File: src/rtl/cfg_arb_pkg.sv
// Shared definitions for the configuration-space arbiter: state encoding,
// default bus widths and small sizing helpers.
package cfg_arb_pkg;

  localparam int DEF_DATA_WD = 32;
  localparam int DEF_ADDR_WD = 16;
  localparam int STRB_WD     = 4;

  typedef enum logic [1:0] {
    ST_IDLE  = 2'd0,
    ST_GRANT = 2'd1,
    ST_WAIT  = 2'd2,
    ST_RESP  = 2'd3
  } arb_state_t;

  // Bits needed for a counter that must be able to hold 'limit'.
  function automatic int cnt_width(input int limit);
    return (limit < 2) ? 1 : $clog2(limit + 1);
  endfunction

  // Bits needed to index 'n' requesters.
  function automatic int idx_width(input int n);
    return (n < 2) ? 1 : $clog2(n);
  endfunction

endpackage

File: src/rtl/cfg_space_arbiter_if.sv
// Requester-side and config-space-side signals of the arbiter.
// The arbiter uses the master view (it masters the config-space port);
// the surrounding environment uses the slave view.
interface cfg_space_arbiter_if
  import cfg_arb_pkg::*;
#(
  parameter int DATA_WD = DEF_DATA_WD,
  parameter int ADDR_WD = DEF_ADDR_WD,
  parameter int NUM_REQ = 4
);

  logic [NUM_REQ-1:0]         REQ;
  logic [NUM_REQ-1:0]         REQ_WRITE;
  logic [NUM_REQ*ADDR_WD-1:0] REQ_ADDR;
  logic [NUM_REQ*DATA_WD-1:0] REQ_DATA;
  logic [NUM_REQ*STRB_WD-1:0] REQ_STRB;
  logic [NUM_REQ-1:0]         GRANT;
  logic [NUM_REQ-1:0]         ACK;
  logic [NUM_REQ-1:0]         VALID;
  logic [DATA_WD-1:0]         RDATA;
  logic                       TMO_ERR;

  logic                       CS_REQ;
  logic                       CS_WRITE;
  logic [ADDR_WD-1:0]         CS_ADDR;
  logic [DATA_WD-1:0]         CS_WDATA;
  logic [STRB_WD-1:0]         CS_STRB;
  logic                       CS_ACK;
  logic                       CS_VALID;
  logic [DATA_WD-1:0]         CS_RDATA;

  modport master (
    input  REQ, REQ_WRITE, REQ_ADDR, REQ_DATA, REQ_STRB,
    output GRANT, ACK, VALID, RDATA, TMO_ERR,
    output CS_REQ, CS_WRITE, CS_ADDR, CS_WDATA, CS_STRB,
    input  CS_ACK, CS_VALID, CS_RDATA
  );

  modport slave (
    output REQ, REQ_WRITE, REQ_ADDR, REQ_DATA, REQ_STRB,
    input  GRANT, ACK, VALID, RDATA, TMO_ERR,
    input  CS_REQ, CS_WRITE, CS_ADDR, CS_WDATA, CS_STRB,
    output CS_ACK, CS_VALID, CS_RDATA
  );

endinterface

File: src/rtl/cfg_space_arbiter_rr_picker.sv
// Round-robin picker: selects the first requesting index at or after the
// pointer, wrapping around. Purely combinational.
module rr_picker #(
  parameter int NUM_REQ = 4,
  parameter int PTR_W   = 2
) (
  input  logic [NUM_REQ-1:0] req,
  input  logic [PTR_W-1:0]   ptr,
  output logic [NUM_REQ-1:0] pick,
  output logic [PTR_W-1:0]   pick_idx,
  output logic               any
);

  // Index reached by stepping 'off' positions past 'p', modulo NUM_REQ.
  function automatic logic [PTR_W-1:0] wrap(input logic [PTR_W-1:0] p, input int off);
    int s;
    s = int'(p) + off;
    if (s >= NUM_REQ) s = s - NUM_REQ;
    return PTR_W'(s);
  endfunction

  // Scan from farthest to nearest so the last hit is the closest to the pointer.
  always_comb begin
    pick_idx = '0;
    for (int i = NUM_REQ - 1; i >= 0; i--) begin
      if (req[wrap(ptr, i)]) pick_idx = wrap(ptr, i);
    end
  end

  assign any  = |req;
  assign pick = any ? (NUM_REQ'(1) << pick_idx) : '0;

endmodule

File: src/rtl/cfg_space_arbiter.sv
// Round-robin arbiter and sequencer for the shared configuration-space port.
// One requester is granted at a time; its command is latched and presented
// to config space until CS_ACK or the timeout watchdog ends the transaction,
// then the completion is returned to that requester for one cycle.
module cfg_space_arbiter
  import cfg_arb_pkg::*;
#(
  parameter int DATA_WD     = DEF_DATA_WD,
  parameter int ADDR_WD     = DEF_ADDR_WD,
  parameter int NUM_REQ     = 4,
  parameter int TIMEOUT_CYC = 255
) (
  input logic                 S_CLK,
  input logic                 PRESETn,
  cfg_space_arbiter_if.master bus
);

  localparam int PTR_W = idx_width(NUM_REQ);
  localparam int CNT_W = cnt_width(TIMEOUT_CYC);
  localparam logic [CNT_W-1:0] TMO_LIMIT = CNT_W'(TIMEOUT_CYC);
  localparam logic             TMO_EN    = (TIMEOUT_CYC > 0);

  arb_state_t state, state_nxt;

  logic [PTR_W-1:0]   ptr;
  logic [PTR_W-1:0]   idx;
  logic [NUM_REQ-1:0] sel;

  logic [NUM_REQ-1:0] pick_onehot;
  logic [PTR_W-1:0]   pick_idx;
  logic               pick_any;

  logic [CNT_W-1:0]   tmo_cnt;
  logic               tmo_hit;

  logic [NUM_REQ-1:0] grant, ack, valid;
  logic [DATA_WD-1:0] rdata;
  logic               tmo_err;
  logic               cs_req, cs_write;
  logic [ADDR_WD-1:0] cs_addr;
  logic [DATA_WD-1:0] cs_wdata;
  logic [STRB_WD-1:0] cs_strb;

  // Per-requester views of the flattened command buses.
  logic [ADDR_WD-1:0] addr_arr [NUM_REQ];
  logic [DATA_WD-1:0] data_arr [NUM_REQ];
  logic [STRB_WD-1:0] strb_arr [NUM_REQ];

  for (genvar g = 0; g < NUM_REQ; g++) begin : g_unpack
    assign addr_arr[g] = bus.REQ_ADDR[g*ADDR_WD +: ADDR_WD];
    assign data_arr[g] = bus.REQ_DATA[g*DATA_WD +: DATA_WD];
    assign strb_arr[g] = bus.REQ_STRB[g*STRB_WD +: STRB_WD];
  end

  rr_picker #(
    .NUM_REQ (NUM_REQ),
    .PTR_W   (PTR_W)
  ) u_picker (
    .req      (bus.REQ),
    .ptr      (ptr),
    .pick     (pick_onehot),
    .pick_idx (pick_idx),
    .any      (pick_any)
  );

  // Watchdog expiry; a simultaneous CS_ACK takes precedence downstream.
  assign tmo_hit = TMO_EN && (tmo_cnt == TMO_LIMIT);

  // State register.
  always_ff @(posedge S_CLK) begin
    if (!PRESETn) state <= ST_IDLE;
    else          state <= state_nxt;
  end

  // Next-state decode.
  always_comb begin
    state_nxt = state;
    case (state)
      ST_IDLE:  if (pick_any) state_nxt = ST_GRANT;
      ST_GRANT: state_nxt = ST_WAIT;
      ST_WAIT:  if (bus.CS_ACK || tmo_hit) state_nxt = ST_RESP;
      ST_RESP:  state_nxt = ST_IDLE;
      default:  state_nxt = ST_IDLE;
    endcase
  end

  // Winner selection, grant pulse and round-robin pointer advance.
  always_ff @(posedge S_CLK) begin
    if (!PRESETn) begin
      ptr   <= '0;
      idx   <= '0;
      sel   <= '0;
      grant <= '0;
    end else begin
      case (state)
        ST_IDLE: begin
          if (pick_any) begin
            idx   <= pick_idx;
            sel   <= pick_onehot;
            grant <= pick_onehot;
          end
        end
        ST_GRANT: grant <= '0;
        ST_RESP:  ptr <= (idx == PTR_W'(NUM_REQ - 1)) ? '0 : idx + 1'b1;
        default: ;
      endcase
    end
  end

  // Command register: captured at the end of the grant cycle, held through WAIT.
  always_ff @(posedge S_CLK) begin
    if (!PRESETn) begin
      cs_req   <= 1'b0;
      cs_write <= 1'b0;
      cs_addr  <= '0;
      cs_wdata <= '0;
      cs_strb  <= '0;
    end else begin
      case (state)
        ST_GRANT: begin
          cs_req   <= 1'b1;
          cs_write <= bus.REQ_WRITE[idx];
          cs_addr  <= addr_arr[idx];
          cs_wdata <= data_arr[idx];
          cs_strb  <= strb_arr[idx];
        end
        ST_WAIT: if (bus.CS_ACK || tmo_hit) cs_req <= 1'b0;
        default: ;
      endcase
    end
  end

  // Timeout counter: zero on WAIT entry, counts every WAIT cycle.
  always_ff @(posedge S_CLK) begin
    if (!PRESETn)               tmo_cnt <= '0;
    else if (state == ST_WAIT)  tmo_cnt <= tmo_cnt + 1'b1;
    else                        tmo_cnt <= '0;
  end

  // Response register: one-cycle completion to the granted requester.
  always_ff @(posedge S_CLK) begin
    if (!PRESETn) begin
      ack     <= '0;
      valid   <= '0;
      rdata   <= '0;
      tmo_err <= 1'b0;
    end else begin
      ack     <= '0;
      valid   <= '0;
      rdata   <= '0;
      tmo_err <= 1'b0;
      if (state == ST_WAIT) begin
        if (bus.CS_ACK) begin
          ack   <= sel;
          valid <= bus.CS_VALID ? sel : '0;
          rdata <= bus.CS_VALID ? bus.CS_RDATA : '0;
        end else if (tmo_hit) begin
          ack     <= sel;
          tmo_err <= 1'b1;
        end
      end
    end
  end

  assign bus.GRANT    = grant;
  assign bus.ACK      = ack;
  assign bus.VALID    = valid;
  assign bus.RDATA    = rdata;
  assign bus.TMO_ERR  = tmo_err;
  assign bus.CS_REQ   = cs_req;
  assign bus.CS_WRITE = cs_write;
  assign bus.CS_ADDR  = cs_addr;
  assign bus.CS_WDATA = cs_wdata;
  assign bus.CS_STRB  = cs_strb;

endmodule

File: src/flat_wrapper.sv
// flat-port wrapper written by rule: the top's interface ports become plain ports
module cfg_space_arbiter_flat import cfg_arb_pkg::*;
#(
  parameter int DATA_WD     = DEF_DATA_WD,
  parameter int ADDR_WD     = DEF_ADDR_WD,
  parameter int NUM_REQ     = 4,
  parameter int TIMEOUT_CYC = 255
)
  (S_CLK, PRESETn, bus_REQ, bus_REQ_WRITE, bus_REQ_ADDR, bus_REQ_DATA, bus_REQ_STRB, bus_GRANT, bus_ACK, bus_VALID, bus_RDATA, bus_TMO_ERR, bus_CS_REQ, bus_CS_WRITE, bus_CS_ADDR, bus_CS_WDATA, bus_CS_STRB, bus_CS_ACK, bus_CS_VALID, bus_CS_RDATA);
  cfg_space_arbiter_if #(.DATA_WD(DATA_WD), .ADDR_WD(ADDR_WD), .NUM_REQ(NUM_REQ)) bus_i ();
  input logic S_CLK;
  input logic PRESETn;
  input wire logic [$bits(bus_i.REQ)-1:0] bus_REQ;
  input wire logic [$bits(bus_i.REQ_WRITE)-1:0] bus_REQ_WRITE;
  input wire logic [$bits(bus_i.REQ_ADDR)-1:0] bus_REQ_ADDR;
  input wire logic [$bits(bus_i.REQ_DATA)-1:0] bus_REQ_DATA;
  input wire logic [$bits(bus_i.REQ_STRB)-1:0] bus_REQ_STRB;
  output wire logic [$bits(bus_i.GRANT)-1:0] bus_GRANT;
  output wire logic [$bits(bus_i.ACK)-1:0] bus_ACK;
  output wire logic [$bits(bus_i.VALID)-1:0] bus_VALID;
  output wire logic [$bits(bus_i.RDATA)-1:0] bus_RDATA;
  output wire logic [$bits(bus_i.TMO_ERR)-1:0] bus_TMO_ERR;
  output wire logic [$bits(bus_i.CS_REQ)-1:0] bus_CS_REQ;
  output wire logic [$bits(bus_i.CS_WRITE)-1:0] bus_CS_WRITE;
  output wire logic [$bits(bus_i.CS_ADDR)-1:0] bus_CS_ADDR;
  output wire logic [$bits(bus_i.CS_WDATA)-1:0] bus_CS_WDATA;
  output wire logic [$bits(bus_i.CS_STRB)-1:0] bus_CS_STRB;
  input wire logic [$bits(bus_i.CS_ACK)-1:0] bus_CS_ACK;
  input wire logic [$bits(bus_i.CS_VALID)-1:0] bus_CS_VALID;
  input wire logic [$bits(bus_i.CS_RDATA)-1:0] bus_CS_RDATA;
  assign bus_i.REQ = bus_REQ;
  assign bus_i.REQ_WRITE = bus_REQ_WRITE;
  assign bus_i.REQ_ADDR = bus_REQ_ADDR;
  assign bus_i.REQ_DATA = bus_REQ_DATA;
  assign bus_i.REQ_STRB = bus_REQ_STRB;
  assign bus_GRANT = bus_i.GRANT;
  assign bus_ACK = bus_i.ACK;
  assign bus_VALID = bus_i.VALID;
  assign bus_RDATA = bus_i.RDATA;
  assign bus_TMO_ERR = bus_i.TMO_ERR;
  assign bus_CS_REQ = bus_i.CS_REQ;
  assign bus_CS_WRITE = bus_i.CS_WRITE;
  assign bus_CS_ADDR = bus_i.CS_ADDR;
  assign bus_CS_WDATA = bus_i.CS_WDATA;
  assign bus_CS_STRB = bus_i.CS_STRB;
  assign bus_i.CS_ACK = bus_CS_ACK;
  assign bus_i.CS_VALID = bus_CS_VALID;
  assign bus_i.CS_RDATA = bus_CS_RDATA;
  cfg_space_arbiter #(.DATA_WD(DATA_WD), .ADDR_WD(ADDR_WD), .NUM_REQ(NUM_REQ), .TIMEOUT_CYC(TIMEOUT_CYC)) u_core (.S_CLK(S_CLK), .PRESETn(PRESETn), .bus(bus_i));
endmodule
File: config.mk
export PLATFORM = sky130hd
export DESIGN_NAME = cfg_space_arbiter_flat
export DESIGN_NICKNAME = d
export VERILOG_FILES = /design/src/rtl/cfg_arb_pkg.sv /design/src/rtl/cfg_space_arbiter_if.sv /design/src/rtl/cfg_space_arbiter_rr_picker.sv /design/src/rtl/cfg_space_arbiter.sv /design/src/flat_wrapper.sv
export SDC_FILE = /design/constraint.sdc
export NUM_CORES = 1
export LEC_CHECK = 0
export CORE_ASPECT_RATIO = 0.6
export CORE_MARGIN = 2
export CORE_UTILIZATION = 37
export CTS_CLUSTER_SIZE = 20
export DETAILED_ROUTE_END_ITERATION = 10
export PLACE_DENSITY = 0.79
export REMOVE_ABC_BUFFERS = 1
export SETUP_SLACK_MARGIN = 0.15
export SLEW_MARGIN = 20
export SYNTH_ARGS = -nofsm -noshare
export SYNTH_HDL_FRONTEND = slang
export SYNTH_SLANG_ARGS = --single-unit
File: constraint.sdc
create_clock -name S_CLK -period 1.8 [get_ports S_CLK]
set_clock_uncertainty 0.05 [all_clocks]
set_input_delay 0.36 -clock S_CLK [delete_from_list [all_inputs] [get_ports S_CLK]]
set_output_delay 0.36 -clock S_CLK [all_outputs]
set_load 0.02 [all_outputs]
==> results by group, run 1 <==
Outcome
  – Outcome: complete, no violations

Timing
  – Tcrit/Tclk final: 0.881
  – Setup-failing EPs final: 0
  – Max frequency: 630 MHz
  – Hold WS: 403 ps
  – Final setup TNS: 0 ps
  – Tmin final: 1590 ps
  – Fin. max-slew vios: 0
  – Slew @ Worst Pin: 350 ps
  – Hold Violations, Final: 0
  – RSZ-0062 raised after global routing: yes
  – Slew headroom: 0.768

Die
  – Std cell rows: 34
  – Width of the die: 160 um
  – I/O pin cnt: 351
  – Chip height: 97.7 um
  – Core Region: 14400 um2
  – Initial Util: 0.377
  – Die Footprint: 15700 um2

Global route
  – Largest net degree at the start of global routing: 48
  – Total track usage: 0.243
  – Vias in the first global route: 5395
  – First-pass GRT wire length: 29800 um
  – GR Overflow Total: 0
  – Initial antenna violation count: 0

Finish
  – Nets@finish: 1074
  – Share of cells above drive strength 1: 0.140
  – Finished Core Util: 0.678
  – Area delta synth->final: 79.8%
  – Diodes inserted: 0

Synth
  – Asr flop ratio synth: 0
  – Post-synth top flop: dfxtp_1
  – Post-Synthesis Cells: 456
  – Number of distinct library cells after synthesis: 37
  – Top cells by area, synth: dfxtp_1 (43%), mux4_2 (20%), mux2i_1 (10%)
  – Sequential-to-total area share from yosys stat: 0.432
  – Post-synth EDFFs: 0
  – Leading area contributor after synthesis: dfxtp_1
  – Most frequent cell after synthesis: dfxtp_1
  – Top cells by count, synth: dfxtp_1 (117), nor2_1 (70), mux2i_1 (56)
  – Avg Inst Size Synth: 11.9 um2
  – FF+latch count, synth: 117
  – Synth Cell Area: 5420 um2
  – Top cell type's share of synthesized area: 0.432
  – Yosys Warn Count: 0

Setup path
  – Required time worst endpoint: 2030 ps
  – CP max stage cell: mux4_1
  – CP Cell Sequence: buf_12 > mux4_1 > mux2i_1 > nor2_1
  – Arrival time of the worst setup path: 1820 ps
  – Crit Path Class: reg -> reg
  – CP max stage delay: 590 ps
  – Reg2reg start: u_core.idx[0]$_SDFFE_PN0P_
  – Critical Path Source: u_core.idx[0]$_SDFFE_PN0P_
  – Worst path top cell family by delay: multiplexers
  – CP bufs+invs: 1
  – CP endpoint kind: register
  – Crit-path max FO: 12
  – Startpoint type of the worst setup path: register

Drt
  – Vias: 5047
  – Post-route ant nets: 0
  – Vias per inst: 4.91
  – Final wirelength: 19100 um
  – Drc violations: 0
  – Per-cell routed wire length: 18.6 um
  – Initial DRC Count: 282
  – Drt first pass iters: 4

Pwr
  – Worst vdd ir: 0.557 mV
  – Leakage: 4.07 nW
  – Tot Pwr: 10.7 mW
  – PwrDens: 1100 nW/um2

Placement
  – # port buffers: 350
  – DP HPWL: 15200 um
  – RePlAce Congestion: 0.852

Job
  – Max Cap Viol: 0

Clock tree
  – Skew-Pair Late Insertion Delay: 400 ps
  – Clock Path Buffers: 2
  – H-Tree Depth: 4
  – Post-CTS Setup Inserts: 0
  – CTS tree: yes
  – Sink Count: 117
  – Root buf cell: clkbuf_16
  – CTS Buf Count: 17
  – Worst-path clk slew: 60 ps

Min path
  – Class of the worst hold path: reg -> reg
  – Hold path startpoint: u_core.tmo_cnt[0]$_SDFF_PN0_
## where the power goes
group | switching, mW | internal [mW] | total (mW) | leakage, nW
combinational | 1.93 | 2.09 | 4.02 | 2.83
sequential | 0.273 | 3.02 | 3.30 | 0.953
clock | 1.24 | 2.18 | 3.42 | 0.285
## repair_timing
action                     4_1_cts  5_1_grt
gates resized for setup         99        8
hold buffers                     0        0
cloned                           0        1
setup endpoints to repair       99       25
pin swaps                        0        1
## flip-flops by register name (all words and copies together) (netlist names)
name	cells
u_core.sel	4
u_core.ptr	2
u_core.bus.TMO_ERR	1
u_core.bus.CS_ADDR	16
u_core.bus.GRANT	4
u_core.bus.CS_REQ	1
u_core.idx	2
u_core.bus.CS_WRITE	1
u_core.bus.RDATA	32
u_core.state	2
u_core.bus.ACK	4
u_core.bus.CS_WDATA	32
u_core.bus.VALID	4
u_core.bus.CS_STRB	4
u_core.tmo_cnt	8
## kinds of logic (layout without fill, tap and decap cells)
logic type | after synthesis | in the layout | share of synthesized area
muxes | 109 | 109 | 0.327
and+or+nand+nor | 140 | 140 | 0.122
AOI/OAI and AO/OA | 36 | 36 | 0.0446
DFF | 117 | 117 | 0.432
xor gates and xnor gates | 4 | 4 | 0.00647
buffers and inverters | 44 | 417 | 0.0538
adders and majority gates | 6 | 6 | 0.0139
## worst paths after layout
path / slack (ps) / endpoint / depth (start not counted)
worst max register to register: 210 / u_core.bus.CS_WDATA[31]$_SDFFE_PN0P_ / 4
worst min-delay path: 400 / u_core.tmo_cnt[0]$_SDFF_PN0_ / 1
worst max-delay path: 210 / u_core.bus.CS_WDATA[31]$_SDFFE_PN0P_ / 4
worst min register to register: 400 / u_core.tmo_cnt[0]$_SDFF_PN0_ / 1
## stage by stage
stage | area (um2) | std cells | worst slack (ps)
2_1_floorplan | 5160 | 422 | -1570
3_3_place_gp | 9200 | 994 | -120
3_5_place_dp | 9200 | 994 | -242
4_1_cts | 9690 | 1026 | 157
5_1_grt | 9740 | 1027 | 134
6_report | 9740 | 1027 | 214
## routing by layer
metal | up-vias | global-route usage | wire length (um)
met1 | 2467 | 0.309 | 7980
li1 | 2366 | - | -
met5 | - | 0 | 0
met4 | 0 | 0.0478 | 197
met3 | 22 | 0.0663 | 1280
met2 | 192 | 0.422 | 9640
## final cells by class
type                       instances  area [um2]
inverter                          10        37.5
fill                            1154        4640
clock buffer                      20         468
multi-input combinational        295        2820
clock inverter                    12         143
tap                              198         248
timing repair buffer             375        3680
sequential                       117        2350
## placed cells by master (no fill, tap or decap), types with 4 or more instances in the layout
master	netlist	final
clkbuf_16	0	19
nor2_1	70	70
nand2_1	13	13
dfxtp_1	117	114
nand3_1	5	5
dlygate4sd2_1	0	99
a21oi_1	11	10
mux4_2	48	48
inv_1	10	9
ha_1	6	4
buf_12	5	6
clkdlybuf4s50_1	0	250
mux4_1	5	5
o21ai_0	10	9
buf_4	6	17
and2_1	41	41
mux2i_1	56	56
clkinvlp_4	0	4
(Power assumes the default switching activity.)
==> run 2: changes to the inputs <==
- CTS_BUF_LIST: default -> sky130_fd_sc_hd__clkbuf_16
- CTS_CLUSTER_DIAMETER: default -> 40
==> run 2 against run 1 <==
Effect of this change:
- sequential share of layout area barely moved
- cell count did not move
- fmax barely moved
- clock power fell by 1%
- utilization fell by 0.070 points
- combinational power barely moved
- sequential cell count did not move
- via count barely moved
- sequential power barely moved
- die area did not move
- non-clock buffer count did not move
- power fell by 0.53%
- critical path type unchanged
- largest cell class unchanged
- largest power group unchanged
==> results by group, run 2 (same netlist as run 1, synthesis figures left out) <==
Outcome
  – Outcome: complete, no violations (unchanged)

Drt
  – Vias per inst: 4.92 (was 4.91)
  – Vias: 5050 (was 5047)
  – Post-route ant nets: 0 (unchanged)
  – Drt first pass iters: 5 (was 4)
  – Drc violations: 0 (unchanged)
  – Initial DRC Count: 263 (was 282)
  – Final wirelength: 19100 um (about the same)
  – Per-cell routed wire length: 18.6 um (about the same)

Global route
  – Total track usage: 0.243 (about the same)
  – First-pass GRT wire length: 29700 um (was 29800 um)
  – GR Overflow Total: 0 (unchanged)
  – Largest net degree at the start of global routing: 48 (unchanged)
  – Vias in the first global route: 5391 (was 5395)
  – Initial antenna violation count: 0 (unchanged)

Setup path
  – CP max stage cell: mux4_1 (unchanged)
  – Reg2reg path depth: 4 (unchanged)
  – Required time worst endpoint: 2030 ps (about the same)
  – CP Cell Sequence: buf_12 > mux4_1 > mux2i_1 > nor2_1 (unchanged)
  – Arrival time of the worst setup path: 1820 ps (about the same)
  – Startpoint type of the worst setup path: register (unchanged)
  – Crit-path max FO: 12 (unchanged)
  – CP max stage delay: 590 ps (about the same)
  – R2R Setup Slk: 210 ps (about the same)
  – Crit Path Class: reg -> reg (unchanged)
  – CP endpoint kind: register (unchanged)

Timing
  – Hold WS: 404 ps (was 403 ps)
  – Setup-failing EPs final: 0 (unchanged)
  – Max frequency: 630 MHz (about the same)
  – RSZ-0062 raised after global routing: yes (unchanged)
  – Hold Violations, Final: 0 (unchanged)
  – Slew @ Worst Pin: 347 ps (was 350 ps)
  – Tmin final: 1590 ps (about the same)
  – Slew headroom: 0.770 (was 0.768)
  – Fin. max-slew vios: 0 (unchanged)
  – Final setup TNS: 0 ps (unchanged)
  – Min setup slack post-route: 212 ps (was 214 ps)
  – Tcrit/Tclk final: 0.882 (was 0.881)

Finish
  – Share of cells above drive strength 1: 0.139 (was 0.140)
  – Area delta synth->final: 79.6% (was 79.8%)
  – Nets@finish: 1074 (unchanged)
  – Design Area, Final: 9730 um2 (was 9740 um2)
  – Area of the multi-input gates: 2820 um2 (unchanged)
  – Register area: 2350 um2 (unchanged)
  – Finished Core Util: 0.677 (was 0.678)
  – Cell Count, Final, Fillers Out: 1027 (unchanged)
  – Most common cell after layout, fill and taps aside: clkdlybuf4s50_1 (unchanged)
  – Fill count: 1151 (was 1154)
  – Diodes inserted: 0 (unchanged)
  – Most frequent cells in the layout: clkdlybuf4s50_1 (250), dfxtp_1 (114), dlygate4sd2_1 (99), nor2_1 (70), mux2i_1 (56) (unchanged)

Placement
  – DP HPWL: 15200 um (unchanged)
  – DP Area: 9200 um2 (unchanged)
  – # port buffers: 350 (unchanged)
  – Post-place setup slack: -242 ps (unchanged)
  – Inst Count DP: 994 (unchanged)
  – RePlAce Congestion: 0.852 (unchanged)

Die
  – Width of the die: 160 um (unchanged)
  – Core Region: 14400 um2 (unchanged)
  – Initial Util: 0.377 (unchanged)
  – Die Footprint: 15700 um2 (unchanged)
  – Std cell rows: 34 (unchanged)
  – I/O pin cnt: 351 (unchanged)
  – Chip height: 97.7 um (unchanged)

Pwr
  – Tot Pwr: 10.7 mW (about the same)
  – Leakage: 4.07 nW (about the same)
  – Worst vdd ir: 0.561 mV (was 0.557 mV)
  – PwrDens: 1100 nW/um2 (about the same)

Min path
  – Class of the worst hold path: reg -> reg (unchanged)
  – Hold depth: 1 (unchanged)

Clock tree
  – Skew-Pair Late Insertion Delay: 400 ps (about the same)
  – Root buf cell: clkbuf_16 (unchanged)
  – CTS tree: yes (unchanged)
  – Worst-path clk slew: 60 ps (about the same)
  – CTS Buf Count: 17 (unchanged)
  – Clock Path Buffers: 2 (unchanged)
  – H-Tree Depth: 4 (unchanged)
  – Sink Count: 117 (unchanged)
  – Post-CTS Setup Inserts: 0 (unchanged)

Job
  – Max Cap Viol: 0 (unchanged)
==> run 2: cell count changes in the layout (fill, tap and decap cells not counted), sizes merged <==
cell	change
clkbuf	-2
clkinv	+1
inv	+1
==> run 2: worst paths after layout <==
kind,start,endpoint
setup / recovery,u_core.idx[0]$_SDFFE_PN0P_,u_core.bus.CS_WDATA[31]$_SDFFE_PN0P_
hold / removal,u_core.tmo_cnt[0]$_SDFF_PN0_,u_core.tmo_cnt[0]$_SDFF_PN0_
setup reg to reg,u_core.idx[0]$_SDFFE_PN0P_,u_core.bus.CS_WDATA[31]$_SDFFE_PN0P_
hold reg to reg,u_core.tmo_cnt[0]$_SDFF_PN0_,u_core.tmo_cnt[0]$_SDFF_PN0_
==> run 2: cell type report <==
| type | instances | area share |
|---|---|---|
| clock buffers | 18 | 0.0463 |
| clock inverters | 14 | 0.0154 |
| inverters | 10 | 0.00386 |
| multi-input cells | 295 | 0.289 |
| flip-flops and latches | 117 | 0.241 |
| well taps | 198 | 0.0255 |
| repair buffers | 375 | 0.378 |
==> run 2: what timing repair did <==
item,CTS,global route
pin swaps,0,1
endpoints found under the setup margin,99,24
gates resized for setup,99,8
cloned,0,1
hold buffers,0,0
==> run 2: layer usage <==
metal | part of all wire | up-vias | global-route usage
li1 | - | 2367 | -
met1 | 0.42 | 2463 | 0.310
met2 | 0.51 | 202 | 0.419
met3 | 0.069 | 18 | 0.0658
met4 | 0.0096 | 0 | 0.0471
met5 | 0 | - | 0
==> run 2: where the power goes <==
part	switching, mW	internal [mW]	leakage [nW]
combinational	1.92	2.09	2.83
clock	1.24	2.13	0.284
sequential	0.274	3.02	0.953
==> run 2: critical path: cells and delay by family, from the launching register on <==
| kind | cells | cell delay (ps) |
|---|---|---|
| muxes | 2 | 740 |
| DFF | 1 | 450 |
| and+or+nand+nor | 1 | 50 |
| buffers and inverters | 1 | 180 |
